==> src/rtl/cpu32b_pkg.sv <==
// Shared definitions for the 32-bit core front end: data width, fetch defaults
// and the {pc, instr} entry carried through the fetch queue.
package cpu32b_pkg;

    localparam int XLEN = 32;

    localparam logic [XLEN-1:0] RESET_PC_DEF   = 32'h0000_0000;
    localparam int              IMEM_WORDS_DEF = 64;

    typedef struct packed {
        logic [XLEN-1:0] pc;
        logic [XLEN-1:0] instr;
    } fetch_entry_t;

endpackage

==> src/rtl/fetch_fifo.sv <==
// Two-entry queue of fetched {pc, instr} pairs with synchronous flush.
// The caller never pushes into a full queue without a same-cycle pop, nor pops an empty one.
module fetch_fifo
    import cpu32b_pkg::*;
(
    input  logic         clk,
    input  logic         reset,
    input  logic         flush,
    input  logic         push,
    input  logic         pop,
    input  fetch_entry_t din,
    output fetch_entry_t dout,
    output logic         full,
    output logic         empty
);

    fetch_entry_t entries [2];
    logic         rd_ptr;
    logic         wr_ptr;
    logic [1:0]   count;

    always_ff @(posedge clk) begin
        if (reset || flush) begin
            rd_ptr <= 1'b0;
            wr_ptr <= 1'b0;
            count  <= 2'd0;
        end else begin
            if (push) wr_ptr <= ~wr_ptr;
            if (pop)  rd_ptr <= ~rd_ptr;
            case ({push, pop})
                2'b10:   count <= count + 2'd1;
                2'b01:   count <= count - 2'd1;
                default: count <= count;
            endcase
        end
    end

    // Storage needs no reset; count alone decides what is valid.
    always_ff @(posedge clk) begin
        if (push && !reset && !flush) entries[wr_ptr] <= din;
    end

    assign dout  = entries[rd_ptr];
    assign full  = (count == 2'd2);
    assign empty = (count == 2'd0);

endmodule

==> src/rtl/ifetch_unit.sv <==
// Instruction fetch: PC register, redirect handling and a 2-entry fetch queue.
// Optional out-of-range fetch detection is enabled by defining IFETCH_BOUND_CHK_EN.
module ifetch_unit
    import cpu32b_pkg::*;
#(
    parameter logic [XLEN-1:0] RESET_PC   = RESET_PC_DEF,
    parameter int              IMEM_WORDS = IMEM_WORDS_DEF
) (
    input  logic            clk,
    input  logic            reset,
    output logic [XLEN-1:0] imem_addr,
    input  logic [XLEN-1:0] imem_rdata,
    input  logic            redirect_valid,
    input  logic [XLEN-1:0] redirect_pc,
    output logic            out_valid,
    input  logic            out_ready,
    output logic [XLEN-1:0] out_instr,
    output logic [XLEN-1:0] out_pc,
    output logic            fetch_fault
);

    logic [XLEN-1:0] pc;
    logic            fault;
    logic            fifo_full;
    logic            fifo_empty;
    logic            pop;
    logic            push;
    logic            can_fetch;
    logic            in_range;
    fetch_entry_t    head;
    logic            unused_redirect_lsbs;

    assign unused_redirect_lsbs = ^redirect_pc[1:0];

`ifdef IFETCH_BOUND_CHK_EN
    assign in_range = ({2'b00, pc[XLEN-1:2]} < XLEN'(IMEM_WORDS));
`else
    assign in_range = 1'b1;
`endif

    assign out_valid = !fifo_empty && !redirect_valid && !reset;
    assign pop       = out_valid && out_ready;
    assign can_fetch = !redirect_valid && !fault && (!fifo_full || pop);
    assign push      = can_fetch && in_range;

    always_ff @(posedge clk) begin
        if (reset) begin
            pc    <= {RESET_PC[XLEN-1:2], 2'b00};
            fault <= 1'b0;
        end else if (redirect_valid) begin
            pc    <= {redirect_pc[XLEN-1:2], 2'b00};
            fault <= 1'b0;
        end else if (push) begin
            pc    <= pc + XLEN'(4);
        end else if (can_fetch) begin
            // Only reachable when the range check rejects the fetch; the fault stops further fetches.
            fault <= 1'b1;
        end
    end

    fetch_fifo u_fifo (
        .clk   (clk),
        .reset (reset),
        .flush (redirect_valid),
        .push  (push),
        .pop   (pop),
        .din   ({pc, imem_rdata}),
        .dout  (head),
        .full  (fifo_full),
        .empty (fifo_empty)
    );

    assign imem_addr   = pc;
    assign out_instr   = head.instr;
    assign out_pc      = head.pc;
    assign fetch_fault = fault;

endmodule

==> config.mk <==
export PLATFORM = sky130hd
export DESIGN_NAME = ifetch_unit
export DESIGN_NICKNAME = d
export VERILOG_FILES = /design/src/rtl/cpu32b_pkg.sv /design/src/rtl/fetch_fifo.sv /design/src/rtl/ifetch_unit.sv
export SDC_FILE = /design/constraint.sdc
export NUM_CORES = 1
export LEC_CHECK = 0
export CAP_MARGIN = 20
export CORE_ASPECT_RATIO = 0.5
export CORE_MARGIN = 3
export CORE_UTILIZATION = 35
export DETAILED_ROUTE_END_ITERATION = 12
export DONT_BUFFER_PORTS = 1
export SLEW_MARGIN = 20
export SYNTH_ARGS = -nofsm -noshare
export SYNTH_HDL_FRONTEND = slang
export SYNTH_SLANG_ARGS = --single-unit
==> constraint.sdc <==
create_clock -name clk -period 7.23 [get_ports clk]
set_input_delay 2.169 -clock clk [delete_from_list [all_inputs] [get_ports clk]]
set_output_delay 2.169 -clock clk [all_outputs]
set_load 0.05 [all_outputs]
==> results.ini, run 1 <==
[yosys]
synth_edf_count=124
syn_inst=471
avgSynthCellArea_sq_um=14.16
synth_top_cell_area_share_pct=55.85
synthesis.area_sq_um=6668
synth_seq_cells=159
yosysTopAreaCell=edfxtp_1
ys_types=48
synth.area.top_cells=edfxtp_1 (56%), dfxtp_1 (11%), mux2_2 (10%)
yosysSeqAreaShare_pct=66.35
ys_warn_count=0
async_reset_ff_share_pct=0
synth_top_flop_cell=edfxtp_1

[placed_design]
hpwl_um=10390
place.gp.congestion=0.7780
portBuffers=0
placed_cell_area_sq_um=6893
place_inst=699

[hold_path]
holdPathStages=2
hp-class=reg2reg
worst_hold_path.endpoint=u_fifo.rd_ptr$_SDFFE_PP0P_
worstHoldStart=u_fifo.rd_ptr$_SDFFE_PP0P_

[cells_and_area]
diodes=0
mostFrequentLayoutCells=edfxtp_1 (124), mux2_2 (62), dfxtp_1 (34)
fin_area_sq_um=7456
seq_area_sq_um=4428
multi_input_area_sq_um=2097
layout-drive-gt1-share_pct=21.09
finalNetCount=537
areaGrowthSynthToFinish_pct=11.82
final_common_cell=edfxtp_1
fillers=1672
final_cell_count_no_fill=731

[routing]
met2_length_um=7651
wire_per_inst_um=21.27
dr.max_layer_used=met4
m1WireLength_um=6716
drt-pass1-iter-count=5
routed_wl_um=15550
final_antenna_net_count=0
drtIter0Drc=208
via_per_inst=5.395
wl_met3_um=1105
drc=0
vias=3944

[flow_run]
cap_viol_max_count=0

[timing]
rsz0062_at_grt=false
clock_skew_ns=0.01247
holdWs_ns=0.5342
fin_crit_sh_pct=75.44
final_hold_viol_count=0
relSlewSlack_pct=35.73
tns_ns=0
fin_crit_ns=5.454
setup_viol=0
clock.fmax_mhz=183.3
tightest_slew_ns=0.9605
drv_slew=0

[global_routing]
grt_first_pass_wirelength_um=23870
grt_antenna_before_repair=0
grt_usage_pct=14.84
grt_overflow_total=0
grt_max_degree=63
grt_pass1_vias=3798

[clock_network]
clkTransAtPathRegs_ns=0.07
cts-resized-gates=0
cts_tree=built
clockBufferDepth=2
clk-insertion-delay-late_ns=0.42
h-tree-depth=4
post_cts_buffers=0
cts_hold_buffers=0
cts_made_buffers=17
cts-root-buf=clkbuf_16
cts_sinks=159

[setup_path]
worstSetupPathType=in2out
r2r_setup_slack_ns=3.90
slowest_delay_ns=0.75
cp.required_ns=5.06
reg2reg_from=u_fifo.count[0]$_SDFFE_PP0P_
endpoint_kind=output pin
rr_worst_depth=7
crit_path_cell_trace=or2_2, nor2_1
crit_buf_inv=0
cp_slowest_cell=nor2_1
cp_max_fo=23
cp-start-kind=input port
cp.arrival_ns=3.29
r2r-end=u_fifo.entries[0][11]$_DFFE_PP_
path_delay_family=simple AND/OR/NAND/NOR gates
critPathLaunch=redirect_valid

[floorplanning]
initial_utilization_pct=37.05
core_area_sq_um=17990
io-pin-count=166
rows=34
die_h_um=103.6
die_area_sq_um=20840
die_w_um=201.2

[run_status]
outcome=finished, final reports clean

[power_and_ir_drop]
leakage_nw=2.310
power.density_nw_per_um2=287.7
p_total_w=0.002145
vdd_drop_max_mv=0.1439

[tightest hold or removal path, delay by kind of cell, from the launching register on]
family,cells,cell delay (ns)
flip-flops,1,0.33
XOR/XNOR,1,0.09
AND/OR/NAND/NOR,1,0.08
[flip-flops by register name, summed over array words and instances, names as in the netlist, named ones only]
name / count
imem_addr: 30
u_fifo.count: 2
u_fifo.entries: 124
u_fifo.rd_ptr: 1
u_fifo.wr_ptr: 1
[through the flow]
step,worst slack [ns],util (%)
final,1.776,41.43
after global routing,1.746,41.43
after CTS,1.785,41.43
after detailed placement,1.787,38.30
after global placement,1.795,38.30
after floorplan,1.040,-
[Yosys cell counts, types with 4 or more instances]
library cell    n
a211oi_1       10
a21oi_1         6
a22oi_1         4
a311oi_1       15
and3_1          5
and4_1          6
buf_4           5
clkbuf_1       21
dfxtp_1        35
edfxtp_1      124
inv_1          11
mux2_2         62
nand2_1        18
nand3_1        12
nand4_1         9
nor2_1         31
nor3_1          5
nor3b_1         6
nor4_1          4
o21ai_0        12
o31ai_1         9
or3_1           6
or4_1          11
xnor2_1         8
[cells by family after synthesis]
group	Yosys count	synth area share, %
xor+xnor	8	1.051
other cells	1	0.05624
simple gates	124	10.49
mux	62	10.47
fa+ha+maj	3	0.5630
buf+inv	41	2.608
compound gates	73	8.407
flops	159	66.35
[report_power, final]
part	internal [W]	total (W)	leakage, nW	switching, W
sequential	0.00103	0.00111	1.44	0.0000837
combinational	0.0000417	0.000172	0.604	0.000130
clock	0.000480	0.000860	0.267	0.000381
total	0.00155	0.00215	2.31	0.000595
[per-layer routing]
metal  global-route usage (%)  vias up
met5                        0        -
met4                    2.884        0
met3                    6.391        4
met2                    24.06      106
met1                    18.72     1992
li1                         -     1842
[worst max path at each step]
stage,slack (ns),depth (start not counted),to
floorplan,1.04,5,u_fifo.entries[0][0]$_DFFE_PP_
global placement,1.80,2,out_valid
detailed placement,1.79,2,out_valid
CTS,1.78,2,out_valid
global route,1.75,2,out_valid
finish,1.78,2,out_valid
[final cells by class]
| cell class | count | share of cell area (%) |
|---|---|---|
| clock buffers | 18 | 5.756 |
| clock inverters | 14 | 1.796 |
| inverters | 12 | 0.6041 |
| multi-input cells | 275 | 28.13 |
| flip-flops and latches | 159 | 59.39 |
| well taps | 252 | 4.229 |
| repair buffers | 1 | 0.1007 |
No activity file was read; power rests on OpenSTA's default activity.
==> inputs of run 2 (changes only) <==
Clock period 7.23 ns to 4.95 ns, I/O delays scaled along.
==> run 2 against run 1 <==
Compared with the run above: clock skew about the same; sequential share of layout area down 0.27 points; combinational power up 48%; design area up 0.40%; flip-flop and latch count unchanged; count of clock-buffer cells in the layout down 1; global-route usage down 0.35 points; final cell count up 0.41%; setup slack worse by 0.49 ns; largest power group unchanged.
==> results.ini, run 2 (synthesis gave the netlist of run 1 again) <==
[timing]
rsz0062_at_grt=false
tightest_slew_ns=0.9754
final_hold_viol_count=0
drv_slew=0
setup_ws_ns=1.284
clock.fmax_mhz=272.8
setup_viol=0
fin_crit_sh_pct=74.06
tns_ns=0
relSlewSlack_pct=34.91
clock_skew_ns=0.01216
fin_crit_ns=3.666

[global_routing]
grt_antenna_before_repair=0
grt_max_degree=63
grt_pass1_vias=3750
grt_overflow_total=0
grt_first_pass_wirelength_um=23600
grt_usage_pct=14.49

[placed_design]
place.gp.congestion=0.7864
portBuffers=0
pre_cts_ws_ns=1.292
placed_cell_area_sq_um=6925
place_inst=702
hpwl_um=10230

[clock_network]
cts_hold_buffers=0
cts_made_buffers=17
h-tree-depth=4
clkTransAtPathRegs_ns=0.07
post_cts_buffers=0
cts-resized-gates=0
clockBufferDepth=2
cts_tree=built
cts_sinks=159
clk-insertion-delay-late_ns=0.42
cts-root-buf=clkbuf_16

[setup_path]
slowest_delay_ns=0.36
cp_max_fo=23
crit_path_cell_trace=or2_2, nor2_1, buf_4
cp.arrival_ns=2.18
reg2reg_from=imem_addr[4]$_SDFFE_PP0P_
cp_slowest_cell=or2_2
rr_worst_depth=4
cp.required_ns=3.46
r2r_setup_slack_ns=2.12
r2r-end=imem_addr[22]$_SDFFE_PP0P_
worstSetupPathType=in2out
endpoint_kind=output pin
cp-start-kind=input port

[cells_and_area]
diodes=0
mostFrequentLayoutCells=edfxtp_1 (124), mux2_2 (62), dfxtp_1 (34)
finalNetCount=540
fin_area_sq_um=7486
final_cell_count_no_fill=734
areaGrowthSynthToFinish_pct=12.27
fillers=1674
largest-register=u_fifo.entries
final_common_cell=edfxtp_1
seq_area_sq_um=4425
multi_input_area_sq_um=2097
layout-drive-gt1-share_pct=21.78
largest_reg_flops=124

[power_and_ir_drop]
p_int_w=0.002266
vdd_drop_max_mv=0.2553
clockPowerShare_pct=40.2
swShare_pct=27.84
pwr-share-comb_pct=8.1
leakage_nw=2.332
power.density_nw_per_um2=419.5
p_seq_share_pct=51.7
switchingPower_w=0.0008742

[routing]
routed_wl_um=15350
drc=0
final_antenna_net_count=0
wire_per_inst_um=20.91
vias=3902
drt-pass1-iter-count=4
drtIter0Drc=222
via_per_inst=5.316

[floorplanning]
die_area_sq_um=20840
die_h_um=103.6
io-pin-count=166
die_w_um=201.2
core_area_sq_um=17990
initial_utilization_pct=37.05
rows=34

[hold_path]
worstHoldStart=u_fifo.rd_ptr$_SDFFE_PP0P_
worst_hold_path.endpoint=u_fifo.rd_ptr$_SDFFE_PP0P_
hp-class=reg2reg
holdPathStages=2

[run_status]
outcome=finished, final reports clean

[flow_run]
cap_viol_max_count=0

## run 2: stage by stage
step	utilization [%]	total power, W	hold slack (ns)
3_5_place_dp	38.49	0.001910	0.5053
4_1_cts	41.60	0.003177	0.5266
2_1_floorplan	-	0.001867	0.4703
6_report	41.60	0.003140	0.5327
5_1_grt	41.60	0.003254	0.5469
3_3_place_gp	38.49	0.001905	0.4839
## run 2: critical path, delay by kind of cell
| family | cells | cell delay [ns] |
|---|---|---|
| AND/OR/NAND/NOR | 2 | 0.48 |
| buffers and inverters | 1 | 0.21 |
## run 2: worst max-delay path by stage
stage	start	depth (start not counted)	endpoint	slack, ns
3_3_place_gp	redirect_valid	3	out_valid	1.28
4_1_cts	redirect_valid	3	out_valid	1.29
5_1_grt	flip-flop	2	out_pc[12]	1.26
2_1_floorplan	redirect_valid	5	u_fifo.entries[0][0]$_DFFE_PP_	0.49
6_report	redirect_valid	3	out_valid	1.28
3_5_place_dp	redirect_valid	3	out_valid	1.29
## run 2: per-layer routing
| metal | vias to the layer above | global-route usage [%] | part of all wire [%] |
|---|---|---|---|
| met1 | 1971 | 18.46 | 45 |
| li1 | 1843 | - | - |
| met5 | - | 0 | 0 |
| met4 | 0 | 3.083 | 0.52 |
| met2 | 82 | 23.55 | 49 |
| met3 | 6 | 5.702 | 5.4 |
## run 2: power by group through the flow
| stage | clock (W) | combinational [W] | sequential (W) |
|---|---|---|---|
| 2_1_floorplan | 0 | 0.000238 | 0.00163 |
| 3_3_place_gp | 0 | 0.000254 | 0.00165 |
| 3_5_place_dp | 0 | 0.000256 | 0.00165 |
| 4_1_cts | 0.00130 | 0.000257 | 0.00162 |
| 5_1_grt | 0.00135 | 0.000269 | 0.00163 |
| 6_report | 0.00126 | 0.000254 | 0.00162 |
## run 2: final cells by class
cell class | count | area share, %
sequential | 159 | 59.12
clock buffer | 17 | 5.683
timing repair buffer | 4 | 0.5683
inverter | 12 | 0.6017
clock inverter | 15 | 1.805
tap | 252 | 4.212
multi-input combinational | 275 | 28.01
